### src/rtl/nios2_oci_trace_pkg.sv
// -----------------------------------------------------------------------------
// nios2_oci_trace_pkg
// Shared definitions for the OCI trace monitor: FSM state encoding, timestamp
// width and width helpers used for port sizing.
// Optional feature macro: NIOS2_OCI_TRACE_MON_TIMESTAMP_EN (adds TS_W bits to
// every buffer entry).
// -----------------------------------------------------------------------------
package nios2_oci_trace_pkg;

    typedef enum logic [1:0] {
        ST_IDLE    = 2'd0,
        ST_CAPTURE = 2'd1,
        ST_DRAIN   = 2'd2,
        ST_ENDED   = 2'd3
    } state_e;

    localparam int TS_W = 16;

    // Ceiling log2; used in constant expressions for port and pointer widths.
    function automatic int clog2(input int value);
        int r;
        r = 0;
        while ((1 << r) < value) r = r + 1;
        return r;
    endfunction

    // Width of one buffer entry: {dct_count, dct_buffer[, ts]}.
    function automatic int entry_w(input int cnt_w, input int dct_w);
`ifdef NIOS2_OCI_TRACE_MON_TIMESTAMP_EN
        return cnt_w + dct_w + TS_W;
`else
        return cnt_w + dct_w;
`endif
    endfunction

endpackage

### src/rtl/nios2_oci_trace_fifo.sv
// -----------------------------------------------------------------------------
// nios2_oci_trace_fifo
// Show-ahead circular buffer. The head entry is visible on rd_data_o in the
// same cycle it becomes valid; rd_data_o reads as zero while empty.
// Ports:
//   clk, rst_n      clock, asynchronous active-low reset
//   flush_i         empties the buffer (overrides push/pop)
//   push_i, pop_i   write at tail / advance head
//   wr_data_i       entry to write
//   rd_data_o       head entry
//   fill_level_o    occupied entries (one bit wider than the pointers)
//   full_o          fill_level_o == DEPTH
// -----------------------------------------------------------------------------
module nios2_oci_trace_fifo
    import nios2_oci_trace_pkg::*;
#(
    parameter int WIDTH = 34,
    parameter int DEPTH = 16
) (
    input  logic                   clk,
    input  logic                   rst_n,
    input  logic                   flush_i,
    input  logic                   push_i,
    input  logic                   pop_i,
    input  logic [WIDTH-1:0]       wr_data_i,
    output logic [WIDTH-1:0]       rd_data_o,
    output logic [clog2(DEPTH):0]  fill_level_o,
    output logic                   full_o
);
    localparam int ADDR_W = clog2(DEPTH);
    localparam logic [ADDR_W:0]   FULL_LVL = (ADDR_W + 1)'(DEPTH);
    localparam logic [ADDR_W:0]   FILL_ONE = (ADDR_W + 1)'(1);
    localparam logic [ADDR_W-1:0] PTR_ONE  = ADDR_W'(1);

    logic [WIDTH-1:0]  mem_q [DEPTH];
    logic [ADDR_W-1:0] wr_ptr_q, wr_ptr_d;
    logic [ADDR_W-1:0] rd_ptr_q, rd_ptr_d;
    logic [ADDR_W:0]   fill_q, fill_d;
    logic              empty, push_ok, pop_ok;

    assign empty        = (fill_q == '0);
    assign full_o       = (fill_q == FULL_LVL);
    assign pop_ok       = pop_i && !empty;
    // A full buffer still accepts a write when the head leaves in the same cycle.
    assign push_ok      = push_i && (!full_o || pop_ok);
    assign fill_level_o = fill_q;
    assign rd_data_o    = empty ? '0 : mem_q[rd_ptr_q];

    always_comb begin
        wr_ptr_d = wr_ptr_q;
        rd_ptr_d = rd_ptr_q;
        fill_d   = fill_q;
        if (flush_i) begin
            wr_ptr_d = '0;
            rd_ptr_d = '0;
            fill_d   = '0;
        end else begin
            if (push_ok) wr_ptr_d = wr_ptr_q + PTR_ONE;
            if (pop_ok)  rd_ptr_d = rd_ptr_q + PTR_ONE;
            if (push_ok && !pop_ok)      fill_d = fill_q + FILL_ONE;
            else if (pop_ok && !push_ok) fill_d = fill_q - FILL_ONE;
        end
    end

    always_ff @(posedge clk or negedge rst_n) begin
        if (!rst_n) begin
            wr_ptr_q <= '0;
            rd_ptr_q <= '0;
            fill_q   <= '0;
        end else begin
            wr_ptr_q <= wr_ptr_d;
            rd_ptr_q <= rd_ptr_d;
            fill_q   <= fill_d;
        end
    end

    // Storage is not reset; contents are only observed through valid entries.
    always_ff @(posedge clk) begin
        if (push_ok && !flush_i) mem_q[wr_ptr_q] <= wr_data_i;
    end

endmodule

### src/rtl/nios2_oci_trace_monitor.sv
// -----------------------------------------------------------------------------
// nios2_oci_trace_monitor
// Captures OCI debug trace words into a circular buffer, presents them on a
// valid/ready read port and sequences end-of-test by draining the buffer.
// Optional feature macro: NIOS2_OCI_TRACE_MON_TIMESTAMP_EN -- a free-running
// TS_W cycle counter is stored in the low bits of each entry.
// Ports:
//   clk, reset_n            clock, asynchronous active-low reset
//   capture_en, clear       arm capture from IDLE / flush and return to IDLE
//   dct_valid, dct_buffer,
//   dct_count               trace word strobe, payload, slot count (0 = empty)
//   test_ending             request end-of-test drain
//   rd_valid, rd_ready,
//   rd_data                 show-ahead read port
//   fill_level              occupied entries
//   overflow, drop_count    sticky drop flag, saturating drop counter
//   test_has_ended, state_o ENDED indication, current state for debug
//
// state    | meaning
// ---------+--------------------------------------------------------------
// IDLE     | buffer empty, waiting for capture_en
// CAPTURE  | accepting trace words; reads allowed
// DRAIN    | no new words; waiting for the reader to empty the buffer
// ENDED    | buffer drained; test_has_ended high until clear
// -----------------------------------------------------------------------------
module nios2_oci_trace_monitor
    import nios2_oci_trace_pkg::*;
#(
    parameter int DCT_W  = 30,
    parameter int CNT_W  = 4,
    parameter int DEPTH  = 16,
    parameter int DROP_W = 16
) (
    input  logic                              clk,
    input  logic                              reset_n,
    input  logic                              capture_en,
    input  logic                              clear,
    input  logic                              dct_valid,
    input  logic [DCT_W-1:0]                  dct_buffer,
    input  logic [CNT_W-1:0]                  dct_count,
    input  logic                              test_ending,
    output logic                              rd_valid,
    input  logic                              rd_ready,
    output logic [entry_w(CNT_W, DCT_W)-1:0]  rd_data,
    output logic [clog2(DEPTH):0]             fill_level,
    output logic                              overflow,
    output logic [DROP_W-1:0]                 drop_count,
    output logic                              test_has_ended,
    output logic [1:0]                        state_o
);
    localparam int ENTRY_W = entry_w(CNT_W, DCT_W);
    localparam logic [DROP_W-1:0] DROP_ONE = DROP_W'(1);

    state_e              state_q, state_d;
    logic                ovf_q, ovf_d;
    logic [DROP_W-1:0]   drop_q, drop_d;
    logic                qual_push, pop, full, drop;
    logic [ENTRY_W-1:0]  wr_entry;

    assign qual_push = (state_q == ST_CAPTURE) && dct_valid && (dct_count != '0);
    assign pop       = rd_valid && rd_ready;
    assign drop      = qual_push && full && !pop;

`ifdef NIOS2_OCI_TRACE_MON_TIMESTAMP_EN
    localparam logic [TS_W-1:0] TS_ONE = TS_W'(1);
    logic [TS_W-1:0] ts_q;

    always_ff @(posedge clk or negedge reset_n) begin
        if (!reset_n)   ts_q <= '0;
        else if (clear) ts_q <= '0;
        else            ts_q <= ts_q + TS_ONE;
    end

    assign wr_entry = {dct_count, dct_buffer, ts_q};
`else
    assign wr_entry = {dct_count, dct_buffer};
`endif

    nios2_oci_trace_fifo #(
        .WIDTH (ENTRY_W),
        .DEPTH (DEPTH)
    ) u_fifo (
        .clk          (clk),
        .rst_n        (reset_n),
        .flush_i      (clear),
        .push_i       (qual_push),
        .pop_i        (pop),
        .wr_data_i    (wr_entry),
        .rd_data_o    (rd_data),
        .fill_level_o (fill_level),
        .full_o       (full)
    );

    always_comb begin
        state_d = state_q;
        case (state_q)
            ST_IDLE:    if (capture_en)         state_d = ST_CAPTURE;
            ST_CAPTURE: if (test_ending)        state_d = ST_DRAIN;
            // Sees the post-pop level, so ENDED follows the emptying pop by one edge.
            ST_DRAIN:   if (fill_level == '0)   state_d = ST_ENDED;
            ST_ENDED:   state_d = ST_ENDED;
            default:    state_d = ST_IDLE;
        endcase
        if (clear) state_d = ST_IDLE;
    end

    always_comb begin
        ovf_d  = ovf_q;
        drop_d = drop_q;
        if (clear) begin
            ovf_d  = 1'b0;
            drop_d = '0;
        end else if (drop) begin
            ovf_d = 1'b1;
            if (drop_q != '1) drop_d = drop_q + DROP_ONE;
        end
    end

    always_ff @(posedge clk or negedge reset_n) begin
        if (!reset_n) begin
            state_q <= ST_IDLE;
            ovf_q   <= 1'b0;
            drop_q  <= '0;
        end else begin
            state_q <= state_d;
            ovf_q   <= ovf_d;
            drop_q  <= drop_d;
        end
    end

    assign rd_valid       = (fill_level != '0);
    assign overflow       = ovf_q;
    assign drop_count     = drop_q;
    assign test_has_ended = (state_q == ST_ENDED);
    assign state_o        = state_q;

endmodule

### config.mk
export PLATFORM = sky130hd
export DESIGN_NAME = nios2_oci_trace_monitor
export DESIGN_NICKNAME = d
export VERILOG_FILES = /design/src/rtl/nios2_oci_trace_pkg.sv /design/src/rtl/nios2_oci_trace_fifo.sv /design/src/rtl/nios2_oci_trace_monitor.sv
export SDC_FILE = /design/constraint.sdc
export NUM_CORES = 1
export LEC_CHECK = 0
export CORE_ASPECT_RATIO = 0.75
export CORE_MARGIN = 4
export CORE_UTILIZATION = 65
export DETAILED_ROUTE_END_ITERATION = 12
export PLACE_DENSITY = 0.95
export SLEW_MARGIN = 20
export SYNTH_ARGS = -nofsm -noshare
export SYNTH_HDL_FRONTEND = slang
export SYNTH_SLANG_ARGS = --single-unit
export TNS_END_PERCENT = 1
### constraint.sdc
create_clock -name clk -period 12.33 [get_ports clk]
set_input_delay 1.233 -clock clk [delete_from_list [all_inputs] [get_ports clk]]
set_output_delay 1.233 -clock clk [all_outputs]
set_load 0.05 [all_outputs]
Word level (Yosys, flattened, before mapping)
Memories as Yosys holds them, arrays and structs flattened.
Index checks and enable logic that the tools add are counted.
{"block": "totals", "reg_bits": 32, "ramBits": 544, "in_bits": 41, "out_inout_bits": 60, "word_cells": 68, "memories": 1}
{"block": "classes", "addsub": 5, "n_eq_ne": 8, "muxes": 20, "n_reduce_logical": 28}
{"name": "u_fifo.mem_q", "words": 16, "word_bits": 34, "rd": 1, "rd_clocked_by_memory_dff": 0, "wr": 1, "line_no": "nios2_oci_trace_fifo.sv:35", "source": "logic [WIDTH-1:0] mem_q [DEPTH];"}
{"operator": "two-way mux 16 bit", "count": 3}
{"operator": "two-way mux 34 bit", "count": 1}
{"operator": "adder 16 x 1 -> 16 bit, second input constant", "count": 1}
{"operator": "two-way mux 4 bit", "count": 4}
{"operator": "!= test 16 bit, second input constant", "count": 1}
{"operator": "two-way mux 5 bit", "count": 3}
{"operator": "logical AND 1 bit", "count": 10}
{"operator": "adder 4 x 1 -> 4 bit, second input constant", "count": 2}
{"operator": "two-way mux 2 bit", "count": 4}
{"operator": "case mux 2 bit (4 select lines)", "count": 1}
{"operator": "nonzero test 2 bit", "count": 4}
{"operator": "logical NOT 1 bit", "count": 6}
{"operator": "!= test 3 bit, second input constant", "count": 2}
{"operator": "adder 5 x 1 -> 5 bit, second input constant", "count": 1}
{"operator": "== test 5 bit, second input constant", "count": 1}
{"operator": "logical NOT 5 bit", "count": 1}
{"operator": "nonzero test 5 bit", "count": 1}
{"operator": "subtractor 5 x 1 -> 5 bit, second input constant", "count": 1}
{"operator": "== test 2 bit, second input constant", "count": 2}
{"operator": "two-way mux 1 bit", "count": 4}
{"operator": "nonzero test 4 bit", "count": 1}
{"operator": "!= test 3 x 2 -> 1 bit, second input constant", "count": 1}
{"operator": "AND reduction 3 bit", "count": 1}
{"operator": "nonzero test 3 bit", "count": 1}
{"operator": "4 further kinds", "count": 4}

Logic depth before layout (Yosys ltp)
{"block": "logic_depth", "depth_word": 10, "ltp_mapped": 10, "mapped_depth_nobuf": 9}

By module
Synthesis repeated with hierarchy kept, for this count alone.
{"block": "unflattened", "cells_unflattened": 1054, "area_unflattened_um2": 22577.9}
{"module": "nios2_oci_trace_fifo", "n_inst": 1, "cells_per_inst": 939, "area_per_inst_um2": 21473.1, "seq_area_each_um2": 16661.0}
{"module": "nios2_oci_trace_monitor", "n_inst": 1, "cells_per_inst": 115, "area_per_inst_um2": 1104.8, "seq_area_each_um2": 475.5}

Least setup slack after synthesis
No wires, ideal clock.
{"block": "synth_timing", "path_type": "input to register", "start": "input port dct_valid", "end": "memory u_fifo.mem_q[10][0] (enable)", "setup_time_ps": 510, "arrival_ps": 5176, "t_required_ps": 11820, "slack_ps": 6643, "stages": 4, "n_path_buf": 0, "path_cell_list": "nand3b_1 > nor2_1 > nand3_1 > nor4_1"}
{"block": "synth_between", "elab_chain_cells": 6}
{"item": "start, declared", "line_no": "nios2_oci_trace_monitor.sv:38", "source": "input logic dct_valid,"}
{"item": "logical AND 1 bit (2 in a row)", "line_no": "nios2_oci_trace_monitor.sv:60", "source": "assign qual_push = (state_q == ST_CAPTURE) && dct_valid && (dct_count != '0);"}
{"item": "logical AND 1 bit", "line_no": "nios2_oci_trace_fifo.sv:45", "source": "assign push_ok = push_i && (!full_o || pop_ok);"}
{"item": "logical AND 1 bit", "line_no": "nios2_oci_trace_fifo.sv:79", "source": "if (push_ok && !flush_i) mem_q[wr_ptr_q] <= wr_data_i;"}
{"item": "two-way mux 1 bit", "line_no": "nios2_oci_trace_fifo.sv:79"}
{"item": "two-way mux 1 bit (implied by the code)", "line_no": "nios2_oci_trace_fifo.sv:79"}
{"item": "end, declared", "line_no": "nios2_oci_trace_fifo.sv:35"}
No other way between the ends.

Worst setup path after layout
{"block": "layout_timing", "start": "register u_fifo.rd_ptr_q[1]", "end": "output port rd_data[5]"}
{"block": "layout_between", "elab_chain_cells": 2}
{"item": "start, declared", "line_no": "nios2_oci_trace_fifo.sv:37", "source": "logic [ADDR_W-1:0] rd_ptr_q, rd_ptr_d;"}
{"item": "start signal, assigned", "line_no": "nios2_oci_trace_fifo.sv:72", "source": "rd_ptr_q <= rd_ptr_d;"}
{"item": "memory read (16 x 34 bit)"}
{"item": "two-way mux 34 bit", "line_no": "nios2_oci_trace_fifo.sv:47", "source": "assign rd_data_o = empty ? '0 : mem_q[rd_ptr_q];"}
{"item": "end, declared", "line_no": "nios2_oci_trace_monitor.sv:44", "source": "output logic [entry_w(CNT_W, DCT_W)-1:0] rd_data,"}
No other way between the ends.

==> impl_metrics.yaml <==
synth:
  post_synthesis_cell_count: 1061
  synth_area_per_cell_um2: 21.23
  synth.ff_latch_count: 576
  synth.lib_cells_used.distinct: 48
  yosys_most_used_dff: "sky130_fd_sc_hd__edfxtp_1"
  syn_nets: 1113
  synth_async_sr_flop_share: 0.05556
  synth_area_mm2: 0.02253
  yosys_warnings: 0
  synth_enable_flop_cells: 544
  seq_area_frac_synth: 0.7607
cts:
  postCtsResizedCells: 0
  worstSkewPairLatency_ns: 0.56
  hold_bufs_inserted_after_cts: 0
  tritoncts_clock_tree: "built"
  cts_bufs_inserted: 51
  clock-root-buffer: "sky130_fd_sc_hd__clkbuf_16"
  cts_htree_levels: 2
  clkTransAtPathRegs_ns: 0.06
  cts.sink_count: 576
  cts_setup_buffers: 0
  clockBufferDepth: 3
critical_path:
  worstRegToRegCells: 9
  cp.arrival_ns: 4.42
  timing.critical_path.required_ns: 11.10
  r2r-start: "u_fifo.fill_level_o[0]"
  worst-r2r-setup-slack_ns: 8.55
  critPathSlowestCell: "sky130_fd_sc_hd__dfrtp_4"
  crit_path_end_kind: "primary output"
  setup.worst_path.start: "u_fifo.rd_ptr_q[1]"
  path_depth: 5
  startpoint_type: "flop"
  critical_path.top_delay_family: "buffers and inverters"
  timing.critical_path.cells: "buf_4, mux4_2, mux2i_1, o22ai_1, clkdlybuf4s50_1"
  class_of_the_most_critical_setup_path: "flop to primary output"
  rr_endpoint: "u_fifo.fill_level_o[4]"
  cpPeakStageDelay_ns: 1.05
  cp_max_fo: 76
  path_buf_inv: 2
global_route:
  groute.layer.met1.usage: 0.3787
  vias_in_the_first_global_route: 12190
  globalRouteOverflowTotal: 0
  grt_max_degree: 77
  grt.met3_usage: 0.06000
  track_usage: 0.2832
  grt_pass1_wl_um: 79090
  gr-usage-met2: 0.4842
  grt_antenna_before_repair: 1
  grt_busiest_layer: "met2"
min_path:
  holdCritStartpoint: "overflow"
  worst_hold_path.num_cells: 2
  timing.hold.worst.class: "flop to flop"
  hold_crit_endpoint: "overflow"
placed_design:
  place.gp.congestion: 0.8101
  placement.io_buffers: 100
  hpwl_reported_at_the_end_of_detailed_placement_um: 26770
timing:
  fin_setup_tns_ns: 0
  timing.final.max_slew_violations: 0
  rsz_0062_raised_after_global_routing: "no"
  setup_violations: 0
  max_freq_ghz: 0.1770
  timing_hold_violations_final: 0
  max_slew_margin: 0.2573
  worst_pin_slew_ns: 1.114
  layout_worst_path_cycle_share: 0.4583
  period_minus_slack_ns: 5.651
  final.setup_skew_ns: 0.01697
cells_and_area:
  final_layout_size_suffix_gt1_frac: 0.2156
  syn2layout_area_growth_pct: 13.93
  num-nets-final: 1235
routing:
  route.detailed.wl_per_inst_um: 31.46
  drt-pass1-iter-count: 6
  drtIter0Drc: 1609
  drcViolationCount: 0
  postRouteAntennaNets: 0
  drt-total-wl_um: 52570
  routed-via-count: 11670
  vias_per_cell: 6.983
power_and_ir_drop:
  seqPwrFrac: 0.442
  static-leakage-power_nw: 7.858
  power_switching_mw: 1.535
  totalPowerFinal_mw: 5.050
  power_report.internal_total_mw: 3.516
  share_comb_of_total_power: 0.265
  fraction_of_power_consumed_by_the_clock_network: 0.292
  peakVddDrop_mv: 0.2578
  switching_share: 0.3039
  power_per_cell_area_mw_per_mm2: 196.8
floorplan:
  die-width_um: 223.0
  start_util: 0.6647
  chipHeight_um: 169.2
  ios: 101
  row_count: 58
  die_footprint_mm2: 0.03773
  coreArea_mm2: 0.03389
status:
  outcome: "complete, no violations"
flow_run:
  drv.max_cap_violation_count: 0
==> cell usage after synthesis (3+ instances only) <==
cell / instances / share of area
sky130_fd_sc_hd__dfrtp_1: 32 / 0.036
sky130_fd_sc_hd__nand2_1: 13 / 0.0022
sky130_fd_sc_hd__o21ai_0: 7 / 0.0016
sky130_fd_sc_hd__nor3_1: 3 / 0.00067
sky130_fd_sc_hd__nand3_1: 20 / 0.0044
sky130_fd_sc_hd__buf_2: 11 / 0.0024
sky130_fd_sc_hd__buf_1: 12 / 0.0020
sky130_fd_sc_hd__nor2b_1: 4 / 0.0011
sky130_fd_sc_hd__a21oi_1: 15 / 0.0033
sky130_fd_sc_hd__or3_1: 4 / 0.0011
sky130_fd_sc_hd__xnor2_1: 5 / 0.0019
sky130_fd_sc_hd__a21o_1: 3 / 0.0010
sky130_fd_sc_hd__nor4_1: 8 / 0.0022
sky130_fd_sc_hd__inv_1: 9 / 0.0015
sky130_fd_sc_hd__mux4_2: 136 / 0.14
sky130_fd_sc_hd__ha_1: 10 / 0.0056
sky130_fd_sc_hd__and2_1: 4 / 0.0011
sky130_fd_sc_hd__o22ai_1: 34 / 0.0094
sky130_fd_sc_hd__edfxtp_1: 544 / 0.73
sky130_fd_sc_hd__or2_2: 4 / 0.0011
sky130_fd_sc_hd__and3_1: 6 / 0.0017
sky130_fd_sc_hd__clkbuf_1: 32 / 0.0053
sky130_fd_sc_hd__mux2i_1: 70 / 0.031
sky130_fd_sc_hd__nor2_1: 31 / 0.0052
sky130_fd_sc_hd__o211ai_1: 6 / 0.0020
sky130_fd_sc_hd__xor2_1: 9 / 0.0035
sky130_fd_sc_hd__nand3b_1: 3 / 0.0010
==> through the flow <==
stage	utilization	cell area (um2)	setup WS [ns]	cells	hold WS (ns)
floorplan	-	22530	6.643	1061	0.5348
global placement	0.7124	24140	7.306	1580	0.4811
detailed placement	0.7124	24140	7.086	1580	0.5117
CTS	0.7569	25650	6.636	1670	0.5257
global route	0.7574	25670	6.533	1671	0.5852
finish	0.7574	25670	6.679	1671	0.5177
==> cell type report <==
type                       instances  area (um2)
timing repair buffer             124        1185
sequential                       576       17150
clock inverter                    27       178.9
antenna                            1       2.502
tap                              450       563.0
inverter                           9       33.78
multi-input combinational        421        5225
clock buffer                      63        1331
fill                            1713        8223
==> cells by family (layout without fill, tap and decap cells) <==
family / count (synthesis) / after routing / share of synthesized area
fa+ha+maj: 11 / 11 / 0.006443
mux: 207 / 207 / 0.1676
xor+xnor: 14 / 14 / 0.005443
buf+inv: 64 / 223 / 0.01127
flops: 576 / 576 / 0.7607
compound gates: 75 / 75 / 0.02127
simple gates: 114 / 114 / 0.02733
other cells: 0 / 1 / 0
==> cell usage in the layout (no fill, tap or decap), types with 3 or more instances in the layout <==
master and instances:
sky130_fd_sc_hd__a21o_1 3, sky130_fd_sc_hd__a21oi_1 15, sky130_fd_sc_hd__and2_2 3, sky130_fd_sc_hd__and3_1 3
sky130_fd_sc_hd__buf_4 23, sky130_fd_sc_hd__clkbuf_1 11, sky130_fd_sc_hd__clkbuf_16 51, sky130_fd_sc_hd__clkdlybuf4s50_1 100
sky130_fd_sc_hd__clkinv_1 12, sky130_fd_sc_hd__clkinv_2 10, sky130_fd_sc_hd__dfrtp_1 29, sky130_fd_sc_hd__dfrtp_4 3
sky130_fd_sc_hd__edfxtp_1 544, sky130_fd_sc_hd__ha_1 10, sky130_fd_sc_hd__inv_1 9, sky130_fd_sc_hd__mux2i_1 70
sky130_fd_sc_hd__mux4_2 136, sky130_fd_sc_hd__nand2_1 12, sky130_fd_sc_hd__nand3_1 20, sky130_fd_sc_hd__nand3b_1 3
sky130_fd_sc_hd__nor2_1 26, sky130_fd_sc_hd__nor2_4 5, sky130_fd_sc_hd__nor2b_1 4, sky130_fd_sc_hd__nor4_1 5
sky130_fd_sc_hd__nor4_2 3, sky130_fd_sc_hd__o211ai_1 6, sky130_fd_sc_hd__o21ai_0 7, sky130_fd_sc_hd__o22ai_1 34
sky130_fd_sc_hd__or2_2 4, sky130_fd_sc_hd__or3_1 4, sky130_fd_sc_hd__xnor2_1 5, sky130_fd_sc_hd__xor2_1 9
==> metal layers <==
layer | vias to the layer above | wire, um
met4 | 0 | 1642
met5 | - | 0
met3 | 129 | 5108
met1 | 6073 | 18650
li1 | 4660 | -
met2 | 807 | 27170
==> flip-flops by register name (all words and copies together) (netlist names) <==
name and cells:
drop_count 16, u_fifo.mem_q 544, u_fifo.wr_ptr_q 4, overflow 1
state_o 2, u_fifo.rd_ptr_q 4, u_fifo.fill_level_o 5
==> worst min-delay path, cell delays in order (launching register included) <==
cell and delay (ns):
sky130_fd_sc_hd__dfrtp_1 0.36, sky130_fd_sc_hd__nor2_1 0.05, sky130_fd_sc_hd__nor2_1 0.07
==> power groups by stage <==
stage / Clock, mW / Sequential, mW / Combinational (mW)
2_1_floorplan: 0 / 2.23 / 0.968
3_3_place_gp: 0 / 2.27 / 1.29
3_5_place_dp: 0 / 2.27 / 1.32
5_1_grt: 1.58 / 2.24 / 1.41
6_report: 1.48 / 2.23 / 1.34
4_1_cts: 1.49 / 2.23 / 1.35
==> worst max-delay path by stage <==
stage	slack [ns]	end
after floorplan	6.64	u_fifo.mem_q[10][0]
final	6.68	rd_data[5]
after global placement	7.31	u_fifo.mem_q[14][19]
after CTS	6.64	rd_data[19]
after global routing	6.53	rd_data[1]
after detailed placement	7.09	u_fifo.mem_q[12][8]
No activity file was read; power rests on OpenSTA's default activity.
